File: config.mk
export PLATFORM = sky130hd
export DESIGN_NAME = event_flag_reader
export DESIGN_NICKNAME = d
export VERILOG_FILES = /design/src/rtl/event_flag_reader_pkg.sv /design/src/rtl/ef_sync.sv /design/src/rtl/event_flag_reader.sv
export SDC_FILE = /design/constraint.sdc
export NUM_CORES = 1
export LEC_CHECK = 0
export CAP_MARGIN = 10
export CORE_AREA = 2 2 57 70
export DETAILED_ROUTE_END_ITERATION = 8
export DIE_AREA = 0 0 59 72
export PLACE_DENSITY = 0.75
export SYNTH_ARGS = -nofsm -noshare
export SYNTH_HDL_FRONTEND = slang
export SYNTH_SLANG_ARGS = --single-unit
File: constraint.sdc
create_clock -name clk -period 2.9 [get_ports clk]
set_clock_uncertainty 0.2 [all_clocks]
set_input_delay 0.29 -clock clk [delete_from_list [all_inputs] [get_ports clk]]
set_output_delay 0.29 -clock clk [all_outputs]
set_load 0.01 [all_outputs]
File: src/rtl/event_flag_reader_pkg.sv
// Shared types for the event flag reader: per-channel state encoding and counter sizing.
package event_flag_reader_pkg;

  typedef enum logic [1:0] {
    EF_IDLE = 2'd0,
    EF_PEND = 2'd1,
    EF_CLR  = 2'd2,
    EF_WAIT = 2'd3
  } ef_state_e;

  // One counter per channel times both the clear pulse and the wait window.
  function automatic int ef_cnt_w(input int clr_cycles, input int wait_total);
    int m;
    m = (clr_cycles > wait_total) ? clr_cycles : wait_total;
    return (m > 1) ? $clog2(m + 1) : 1;
  endfunction

endpackage

File: src/rtl/ef_sync.sv
// Multi-flop synchroniser for one asynchronous flag level, cleared by the block reset.
module ef_sync #(
  parameter int SYNC_STAGES = 2
) (
  input  logic clk,
  input  logic nreset,
  input  logic d,
  output logic q
);

  logic [SYNC_STAGES-1:0] sync_q;

  always_ff @(posedge clk or negedge nreset) begin
    if (!nreset) begin
      sync_q <= '0;
    end else begin
      sync_q <= {sync_q[SYNC_STAGES-2:0], d};
    end
  end

  assign q = sync_q[SYNC_STAGES-1];

endmodule

File: src/rtl/event_flag_reader.sv
// Synchronises async flag flops, presents pending events lowest-index first, and clears them on ack.
// Optional sticky overrun reporting is enabled by defining EVENT_FLAG_OVERRUN_EN.
module event_flag_reader
  import event_flag_reader_pkg::*;
#(
  parameter int N_CH        = 4,
  parameter int SYNC_STAGES = 2,
  parameter int CLR_CYCLES  = 2,
  parameter int WAIT_MAX    = 4,
  localparam int ID_W       = (N_CH > 1) ? $clog2(N_CH) : 1
) (
  input  logic            clk,
  input  logic            nreset,
  input  logic [N_CH-1:0] flag_in,
  output logic [N_CH-1:0] flag_clr,
  input  logic            ack,
  output logic            evt_valid,
  output logic [ID_W-1:0] evt_id,
  output logic [N_CH-1:0] pending
`ifdef EVENT_FLAG_OVERRUN_EN
  ,
  input  logic            ovr_clr,
  output logic [N_CH-1:0] overrun
`endif
);

  localparam int WAIT_TOTAL = SYNC_STAGES + WAIT_MAX;
  localparam int CNT_W      = ef_cnt_w(CLR_CYCLES, WAIT_TOTAL);
  localparam logic [CNT_W-1:0] CLR_LOAD  = CNT_W'(CLR_CYCLES - 1);
  localparam logic [CNT_W-1:0] WAIT_LOAD = CNT_W'(WAIT_TOTAL);

  logic [N_CH-1:0] gnt_oh;
  logic            gnt_found;

  // Grant is taken from registered PEND state only, so a new lower-index event waits a cycle.
  always_comb begin
    gnt_oh    = '0;
    evt_id    = '0;
    gnt_found = 1'b0;
    for (int i = 0; i < N_CH; i++) begin
      if (pending[i] && !gnt_found) begin
        gnt_found = 1'b1;
        gnt_oh[i] = 1'b1;
        evt_id    = ID_W'(i);
      end
    end
  end

  assign evt_valid = |pending;

  for (genvar g = 0; g < N_CH; g++) begin : g_ch
    ef_state_e        state_q, state_d;
    logic [CNT_W-1:0] cnt_q, cnt_d;
    logic             fs;
    logic             timeout;

    ef_sync #(.SYNC_STAGES(SYNC_STAGES)) u_sync (
      .clk    (clk),
      .nreset (nreset),
      .d      (flag_in[g]),
      .q      (fs)
    );

    always_ff @(posedge clk or negedge nreset) begin
      if (!nreset) begin
        state_q <= EF_IDLE;
        cnt_q   <= '0;
      end else begin
        state_q <= state_d;
        cnt_q   <= cnt_d;
      end
    end

    always_comb begin
      state_d = state_q;
      cnt_d   = cnt_q;
      timeout = 1'b0;
      case (state_q)
        EF_IDLE: if (fs) state_d = EF_PEND;
        EF_PEND: begin
          if (gnt_oh[g] && ack) begin
            state_d = EF_CLR;
            cnt_d   = CLR_LOAD;
          end
        end
        EF_CLR: begin
          if (cnt_q == '0) begin
            state_d = EF_WAIT;
            cnt_d   = WAIT_LOAD;
          end else begin
            cnt_d = cnt_q - CNT_W'(1);
          end
        end
        EF_WAIT: begin
          // Flag still high when the window closes: a new set beat the clear.
          if (!fs) begin
            state_d = EF_IDLE;
          end else if (cnt_q == CNT_W'(1)) begin
            state_d = EF_PEND;
            timeout = 1'b1;
          end else begin
            cnt_d = cnt_q - CNT_W'(1);
          end
        end
        default: state_d = EF_IDLE;
      endcase
    end

    assign pending[g]  = (state_q == EF_PEND);
    assign flag_clr[g] = (state_q == EF_CLR);

`ifdef EVENT_FLAG_OVERRUN_EN
    logic ovr_q;

    always_ff @(posedge clk or negedge nreset) begin
      if (!nreset) begin
        ovr_q <= 1'b0;
      end else if (ovr_clr) begin
        ovr_q <= 1'b0;
      end else if (timeout) begin
        ovr_q <= 1'b1;
      end
    end

    assign overrun[g] = ovr_q;
`else
    logic unused_timeout;
    assign unused_timeout = timeout;
`endif
  end

endmodule

After elaboration in Yosys (flattened, before gate mapping)
Index checks and enable logic that the tools add are counted.
{ "word_totals": {"ram_bits": 0, "out_inout_bits": 11, "latch_bits": 0, "romBits": 0, "regBits": 28, "n_memories": 0, "wordCells": 140} }
{ "classes": {"n_bitwise": 0, "reduce_logical": 31, "shifts": 0, "mul": 0, "eq_ne": 40, "add_sub_neg": 4, "magnitude_cmp": 0, "muxes": 53, "div": 0} }
{ "ops": {"columns": ["operator", "count"], "rows": [
  ["2-to-1 mux 3 bit", 16],
  ["2-to-1 mux 2 bit", 22],
  ["one-hot mux 3 bit (3 select lines)", 4],
  ["inequality test 2 x 1 -> 1 bit (second input constant)", 16],
  ["one-hot mux 2 bit (4 select lines)", 4],
  ["AND reduction 4 bit", 8],
  ["equality test 2 bit (second input constant)", 8],
  ["equality test 3 x 1 -> 1 bit (second input constant)", 4],
  ["zero test 3 bit", 4],
  ["inequality test 3 bit (second input constant)", 4],
  ["nonzero test 3 bit", 4],
  ["subtractor 3 x 1 -> 3 bit (second input constant)", 4],
  ["equality test 2 x 1 -> 1 bit (second input constant)", 4],
  ["zero test 2 bit", 4],
  ["inequality test 2 bit (second input constant)", 4],
  ["logical AND 1 bit", 7],
  ["2-to-1 mux 1 bit", 7],
  ["OR reduction 4 bit", 1],
  ["zero test 1 bit", 3]
]} }

Longest topological paths before layout
Gate-level depths: netlist of run 1.
{ "depth": {"ltp_word": 14, "ltp_mapped": 6, "ltp_nobuf": 6} }

By module
Synthesis of run 1 repeated with hierarchy kept, for this count alone.
{ "hier_totals": {"hier_cells": 190, "area_unflattened_um2": 1880.6} }
{ "by_module_without_submodules": {"columns": ["mod", "cells_each", "n_inst", "area_per_inst_um2"], "rows": [
  ["event_flag_reader", 182, 1, 1680.4],
  ["ef_sync", 2, 4, 50.0]
]} }

Worst setup path before layout of run 1
OpenSTA, ideal clock, no wires.
{ "synth_timing": {"kind": "register to register", "start": "reg g_ch[1].state_q[1]", "end": "reg g_ch[2].state_q[1]", "n_path_buf": 0, "synth_period_minus_slack_ps": 2222, "path_slack_ps": 678, "arrival_time_ps": 1895, "setup_time_ps": 127, "path_stages_with_launch": 7, "path_cell_list": "dfrtp_1 > inv_1 > ha_1 > or3b_1 > a222oi_1 > nand2_1 > mux2_1"} }
{ "synth_via": {"elab_chain_len": 9} }
{ "synth_lines": {"columns": ["element", "line_no", "text"], "rows": [
  ["from (decl)", "event_flag_reader.sv:52", "ef_state_e state_q, state_d;"],
  ["from (signal assigned)", "event_flag_reader.sv:69", "state_q <= state_d;"],
  ["equality test 2 x 1 -> 1 bit", "event_flag_reader.sv:109", "assign pending[g] = (state_q == EF_PEND);"],
  ["via pending[1]", "event_flag_reader.sv:19", "output logic [N_CH-1:0] pending"],
  ["logical AND 1 bit", "event_flag_reader.sv:41", "if (pending[i] && !gnt_found) begin"],
  ["2-to-1 mux 1 bit", "event_flag_reader.sv:41", null],
  ["zero test 1 bit", "event_flag_reader.sv:41", null],
  ["logical AND 1 bit", "event_flag_reader.sv:41", null],
  ["2-to-1 mux 1 bit", "event_flag_reader.sv:41", null],
  ["logical AND 1 bit", "event_flag_reader.sv:81", "if (gnt_oh[g] && ack) begin"],
  ["inequality test 2 x 1 -> 1 bit (no line)", null, null],
  ["AND reduction 4 bit (no line)", null, null],
  ["to (signal assigned)", "event_flag_reader.sv:69", null],
  ["to (decl)", "event_flag_reader.sv:52", null]
]} }
The timed path passes the listed nets, and every way through them passes these cells.
A chain may end at the register's enable or synchronous reset.

Worst setup path in the final report of run 1
{ "layout_timing": {"start": "reg g_ch[2].state_q[1]", "end": "out evt_id[1]"} }
{ "layout_via": {"elab_chain_len": 6, "word_cells_on_any_way": 7, "classes_between": "1 x eq/ne; 3 x mux; 3 x reduce/logical"} }
{ "layout_lines": {"columns": ["element", "line_no", "text"], "rows": [
  ["equality test 2 x 1 -> 1 bit *", "event_flag_reader.sv:109", null],
  ["logical AND 1 bit *", "event_flag_reader.sv:41", null],
  ["2-to-1 mux 1 bit", "event_flag_reader.sv:41", null],
  ["zero test 1 bit", "event_flag_reader.sv:41", null],
  ["logical AND 1 bit", "event_flag_reader.sv:41", null],
  ["2-to-1 mux 2 bit *", "event_flag_reader.sv:41", null],
  ["to (decl)", "event_flag_reader.sv:18", "output logic [ID_W-1:0] evt_id,"]
]} }
Mark *: on every way between the ends. The rest lies on a longest branch, timed or not.

==> results of run 1 <==
==> path summary, 6_finish.rpt <==
| path | from | endpoint | slack [ps] | cells past startpoint |
|---|---|---|---|---|
| worst min-delay path | g_ch[3].u_sync.sync_q[0] | g_ch[3].u_sync.sync_q[1] | 160 | 0 |
| worst max-delay path | g_ch[2].state_q[1] | evt_id[1] | 400 | 5 |
| worst min register to register | g_ch[3].u_sync.sync_q[0] | g_ch[3].u_sync.sync_q[1] | 160 | 0 |
| max in group asynchronous | nreset | g_ch[1].u_sync.sync_q[0] | 2030 | 2 |
| worst max register to register | g_ch[1].state_q[1] | g_ch[2].state_q[1] | 530 | 6 |
| min in group asynchronous | nreset | g_ch[0].u_sync.sync_q[1] | 200 | 2 |
==> sequential cells by signal (all words and copies together) (netlist names) <==
register,flops
g_ch.u_sync.sync_q,8
g_ch.cnt_q,12
g_ch.state_q,8
==> layer usage <==
metal  wire (um)  GRT usage  vias to the layer above
met5           0          0                        -
met4          29     0.0354                        0
met3          85     0.0250                        4
met2        2040      0.365                       29
met1        1510      0.227                      683
li1            -          -                      707
==> cell usage in the layout (no fill, tap or decap), types with 2 or more instances in the layout <==
| cell | synthesis | routed |
|---|---|---|
| a21oi_1 | 9 | 9 |
| a221oi_1 | 4 | 4 |
| a21boi_1 | 2 | 2 |
| clkbuf_8 | 0 | 4 |
| ha_1 | 32 | 32 |
| dfrtp_1 | 28 | 28 |
| nor3_1 | 6 | 6 |
| nand2b_1 | 8 | 8 |
| a211oi_1 | 4 | 4 |
| nand2_1 | 6 | 6 |
| clkdlybuf4s50_1 | 0 | 17 |
| o21ai_0 | 12 | 12 |
| nor2_1 | 7 | 7 |
| o41ai_1 | 4 | 4 |
| mux2_1 | 6 | 6 |
| mux2_2 | 6 | 6 |
| nand3_1 | 2 | 2 |
| inv_1 | 25 | 25 |
| nor2b_1 | 3 | 3 |
==> power groups by stage <==
stage / clock, mW / combinational (mW) / sequential, mW
floorplan: 0 / 1.18 / 0.634
global placement: 0 / 1.54 / 0.652
detailed placement: 0 / 1.63 / 0.674
CTS: 0.248 / 1.65 / 0.665
global route: 0.263 / 1.83 / 0.687
finish: 0.238 / 1.63 / 0.666
==> logic make-up (layout without fill, tap and decap cells) <==
| group | count (synthesis) | count (layout) | share of synthesized area |
|---|---|---|---|
| AO/OA/AOI/OAI | 48 | 48 | 0.170 |
| buffers and inverters | 25 | 47 | 0.0493 |
| AND/OR/NAND/NOR | 41 | 41 | 0.126 |
| multiplexers | 13 | 13 | 0.0763 |
| flip-flops | 28 | 28 | 0.368 |
| adder cells (fa/ha/maj) | 32 | 32 | 0.210 |
==> stage by stage <==
| step | power [mW] | util | instances | hold WS [ps] |
|---|---|---|---|---|
| 6_report | 2.54 | 0.617 | 248 | 156 |
| 5_1_grt | 2.78 | 0.617 | 248 | 168 |
| 4_1_cts | 2.56 | 0.617 | 248 | 160 |
| 3_5_place_dp | 2.31 | 0.601 | 244 | 137 |
| 3_3_place_gp | 2.19 | 0.601 | 244 | 132 |
| 2_1_floorplan | 1.82 | - | 187 | -206 |
==> layout make-up <==
class | count | area [um2] | share of cell area
inverters | 25 | 93.8 | 0.0430
well taps | 39 | 48.8 | 0.0223
clock buffers | 4 | 55.1 | 0.0252
multi-input cells | 134 | 1110 | 0.507
flip-flops and latches | 28 | 701 | 0.321
repair buffers | 18 | 178 | 0.0813
==> synth_stat cells, types with 2 or more instances <==
| cell type | number |
|---|---|
| a211oi_1 | 4 |
| mux2_1 | 6 |
| ha_1 | 32 |
| a221oi_1 | 4 |
| nor2b_1 | 3 |
| inv_1 | 25 |
| mux2_2 | 6 |
| a21boi_1 | 2 |
| a21oi_1 | 9 |
| nor2_1 | 7 |
| nand2_1 | 6 |
| o21ai_0 | 12 |
| o41ai_1 | 4 |
| dfrtp_1 | 28 |
| nand3_1 | 2 |
| nand2b_1 | 8 |
| nor3_1 | 6 |
==> worst max-delay path, cell delays in order (launching register included) <==
cell and delay (ps):
dfrtp_1 450, inv_1 130, ha_1 270, nor2_1 90, nor3_1 220, clkdlybuf4s50_1 590
==> results.sh, run 1 <==
export IMPL_switching_power_mw=1.09
export IMPL_ys_ff_latch=28
export IMPL_fin_crit_ps=2500
export IMPL_relSlewSlack=0.755
export IMPL_clock_latency_ps=270
export IMPL_placed_area_mm2=0.00213
export IMPL_yosys_area_top_type="dfrtp_1"
export IMPL_fillers=289
export IMPL_fmax_mhz=399
export IMPL_intPower_mw=1.45
export IMPL_antenna_cells=0
export IMPL_maxCapViolCount=0
export IMPL_drive_gt1_frac=0.0813
export IMPL_io_pin_count=18
export IMPL_areaGrowthSynthToFinish_pct=14.8
export IMPL_worstPathMaxFanout=5
export IMPL_synth_edf_count=0
export IMPL_postRouteAntennaNets=0
export IMPL_final_setup_worst_slack_ps=396
export IMPL_critPathLaunchType="register"
export IMPL_async_flop_share=1.00
export IMPL_seqPwrFrac=0.262
export IMPL_arrival_ps=2010
export IMPL_critPathRequiredTime_ps=2410
export IMPL_place_ws_ps=519
export IMPL_worst_slew_pin_slew_ps=363
export IMPL_final_max_slew_viol_count=0
export IMPL_dp_hpwl_mm=2.93
export IMPL_synthesis_instances=187
export IMPL_cts_sinks=28
export IMPL_end_kind="output port"
export IMPL_io_buffers=17
export IMPL_path_clk_slew_ps=90
export IMPL_tns_ps=0
export IMPL_die_area_mm2=0.00425
export IMPL_leakage_nw=1.02
export IMPL_drt_pass1_iter_count=4
export IMPL_rsz0062_at_grt="false"
export IMPL_hold_buffers=0
export IMPL_synthFlopType="dfrtp_1"
export IMPL_antenna_found_initial=0
export IMPL_place_gp_congestion=0.793
export IMPL_h_tree_depth=1
export IMPL_synth_nets=226
export IMPL_synthDominantCellAreaShare=0.368
export IMPL_syn_avg_cell_area_um2=10.2
export IMPL_irDropWorstVdd_v=0.000707
export IMPL_drc=0
export IMPL_post_cts_buffers=0
export IMPL_wl_per_cell_um=14.8
export IMPL_netlist_area_mm2=0.00190
export IMPL_grt_overflow_total=0
export IMPL_comb_power_share=0.644
export IMPL_setup_viol=0
export IMPL_grt_max_degree=29
export IMPL_grt_pass1_wl_mm=6.52
export IMPL_num_nets_final=249
export IMPL_first_global_vias=1512
export IMPL_yosys_warnings=0
export IMPL_power_frac_clock=0.094
export IMPL_crit_type="register to output port"
export IMPL_vias_per_cell=5.74
export IMPL_vias=1423
export IMPL_synthDistinctLibCells=40
export IMPL_cts_resized=0
export IMPL_design_core_area_mm2=0.00354
export IMPL_post_route_period_util=0.863
export IMPL_start_util=0.537
export IMPL_design_area_mm2=0.00218
export IMPL_grt_usage=0.192
export IMPL_cts_tree="built"
export IMPL_drt_total_wl_mm=3.66
export IMPL_row_count=24
export IMPL_ys_top_cells_by_area="dfrtp_1, ha_1, inv_1"
export IMPL_cts_buffers=3
export IMPL_clockRootBuffer="clkbuf_8"
export IMPL_finalHoldViolCount=0
export IMPL_ys_seq_area_frac=0.368
export IMPL_hold_path_class="register to register"
export IMPL_first_iter_violations=33
export IMPL_powerDensity_mw_per_mm2=1160
export IMPL_fp_dieH_um=72
export IMPL_status="finished clean"
export IMPL_die_w_um=59
export IMPL_clk_path_buf_depth=2
export IMPL_switching_share=0.431
Power figures use the tool's default switching activity.
==> run 2: changes to the inputs <==
--- a/config.mk
+++ b/config.mk
@@ -9,7 +9,7 @@
 export CORE_AREA = 2 2 57 70
 export DETAILED_ROUTE_END_ITERATION = 8
 export DIE_AREA = 0 0 59 72
-export PLACE_DENSITY = 0.75
+export PLACE_DENSITY = 0.85
 export SYNTH_ARGS = -nofsm -noshare
 export SYNTH_HDL_FRONTEND = slang
 export SYNTH_SLANG_ARGS = --single-unit
==> results.sh, run 2 (synthesis results as in run 1) <==
export IMPL_leakage_nw=1.02
export IMPL_cts_sinks=28
export IMPL_reg_top3="g_ch.cnt_q x12, g_ch.state_q x8, g_ch.u_sync.sync_q x8"
export IMPL_fin_cells=247
export IMPL_postRouteAntennaNets=0
export IMPL_dp_hpwl_mm=2.67
export IMPL_arrival_ps=2350
export IMPL_first_iter_violations=60
export IMPL_wl_per_cell_um=13.5
export IMPL_vias=1387
export IMPL_path_clk_slew_ps=90
export IMPL_drc=0
export IMPL_fin_crit_ps=2410
export IMPL_post_cts_buffers=0
export IMPL_grt_usage=0.174
export IMPL_worst_slew_pin_slew_ps=438
export IMPL_layout_commonest_cell="ha_1"
export IMPL_wl_met1_mm=1.52
export IMPL_drive_gt1_frac=0.0769
export IMPL_worstHoldStart="g_ch[1].u_sync.sync_q[0]"
export IMPL_first_global_vias=1441
export IMPL_place_gp_congestion=0.802
export IMPL_hold_path_class="register to register"
export IMPL_cts_resized=0
export IMPL_h_tree_depth=1
export IMPL_areaGrowthSynthToFinish_pct=14.1
export IMPL_clockRootBuffer="clkbuf_8"
export IMPL_maxCapViolCount=0
export IMPL_r2r_start="g_ch[1].state_q[1]"
export IMPL_holdPathStages=0
export IMPL_status="finished clean"
export IMPL_end_kind="register"
export IMPL_grt_max_degree=29
export IMPL_rsz0062_at_grt="false"
export IMPL_design_area_mm2=0.00217
export IMPL_grt_pass1_wl_mm=5.90
export IMPL_hold_buffers=0
export IMPL_path_cells="inv_1 -> ha_1 -> or3b_1 -> a222oi_1 -> nand2_1 -> mux2_1"
export IMPL_fin_util=0.613
export IMPL_design_core_area_mm2=0.00354
export IMPL_worstPathMaxFanout=7
export IMPL_finalHoldViolCount=0
export IMPL_io_buffers=17
export IMPL_vias_per_cell=5.62
export IMPL_relSlewSlack=0.705
export IMPL_dp_cells=244
export IMPL_r2r_slack_ps=490
export IMPL_crit_start="g_ch[1].state_q[1]"
export IMPL_fmax_mhz=416
export IMPL_fp_dieH_um=72
export IMPL_wl_met2_mm=1.70
export IMPL_final_max_slew_viol_count=0
export IMPL_crit_type="register to register"
export IMPL_die_w_um=59
export IMPL_critPathRequiredTime_ps=2850
export IMPL_die_area_mm2=0.00425
export IMPL_max_stage_delay_ps=420
export IMPL_placed_area_mm2=0.00213
export IMPL_hold_path_endpoint="g_ch[1].u_sync.sync_q[1]"
export IMPL_num_nets_final=249
export IMPL_start_util=0.537
export IMPL_powerDensity_mw_per_mm2=1140
export IMPL_largest_reg_flops=12
export IMPL_dr_wl_met3_um=56
export IMPL_io_pin_count=18
export IMPL_tns_ps=0
export IMPL_layout_common_cells="ha_1, dfrtp_1, inv_1"
export IMPL_post_route_period_util=0.829
export IMPL_top_layer="met4"
export IMPL_worstRegToRegCells=6
export IMPL_irDropWorstVdd_v=0.000652
export IMPL_antenna_cells=0
export IMPL_cts_tree="built"
export IMPL_critPathSlowestCell="or3b_1"
export IMPL_cts_buffers=3
export IMPL_drt_total_wl_mm=3.33
export IMPL_clock_latency_ps=260
export IMPL_antenna_found_initial=0
export IMPL_drt_pass1_iter_count=4
export IMPL_timing_rr_end="g_ch[2].state_q[1]"
export IMPL_clk_path_buf_depth=2
export IMPL_setup_viol=0
export IMPL_finalPower_mw=2.47
export IMPL_row_count=24
export IMPL_critPathLaunchType="register"
export IMPL_regMostFlops="g_ch.cnt_q"
export IMPL_grt_overflow_total=0
## run 2: metal layers
metal  vias to the layer above  track usage
li1                        705            -
met1                       656        0.210
met2                        19        0.326
met3                         7       0.0178
met4                         0       0.0429
met5                         -            0
## run 2: critical path: cells and delay by family (launching register included)
| family | cells | cell delay [ps] |
|---|---|---|
| compound gates | 1 | 420 |
| fa+ha+maj | 1 | 270 |
| flops | 1 | 400 |
| simple gates | 2 | 560 |
| buf+inv | 1 | 100 |
| mux | 1 | 340 |
## run 2: layout make-up
class	instances	area, um2
well taps	39	48.8
clock buffers	3	41.3
flip-flops and latches	28	701
multi-input cells	134	1110
fillers	286	1370
inverters	25	93.8
repair buffers	18	178
## run 2: per-stage QoR
step	hold slack, ps	worst slack, ps
after CTS	158	493
after global placement	133	552
after floorplan	-206	678
after detailed placement	136	444
final	155	495
after global routing	162	391
## run 2: worst max path at each step
stage / endpoint / slack, ps / cells past startpoint
final: g_ch[2].state_q[1] / 490 / 6
after global routing: g_ch[2].state_q[1] / 390 / 6
after CTS: g_ch[2].state_q[1] / 490 / 6
after detailed placement: g_ch[2].state_q[1] / 440 / 5
after global placement: g_ch[2].state_q[1] / 550 / 5
after floorplan: g_ch[2].state_q[1] / 680 / 6
## run 2: where the power goes
group          switching, mW  total, mW  internal, mW  leakage [nW]
combinational          0.822       1.61         0.785         0.659
clock                  0.109      0.202        0.0929        0.0216
sequential             0.125      0.660         0.535         0.337
total                   1.06       2.47          1.41          1.02
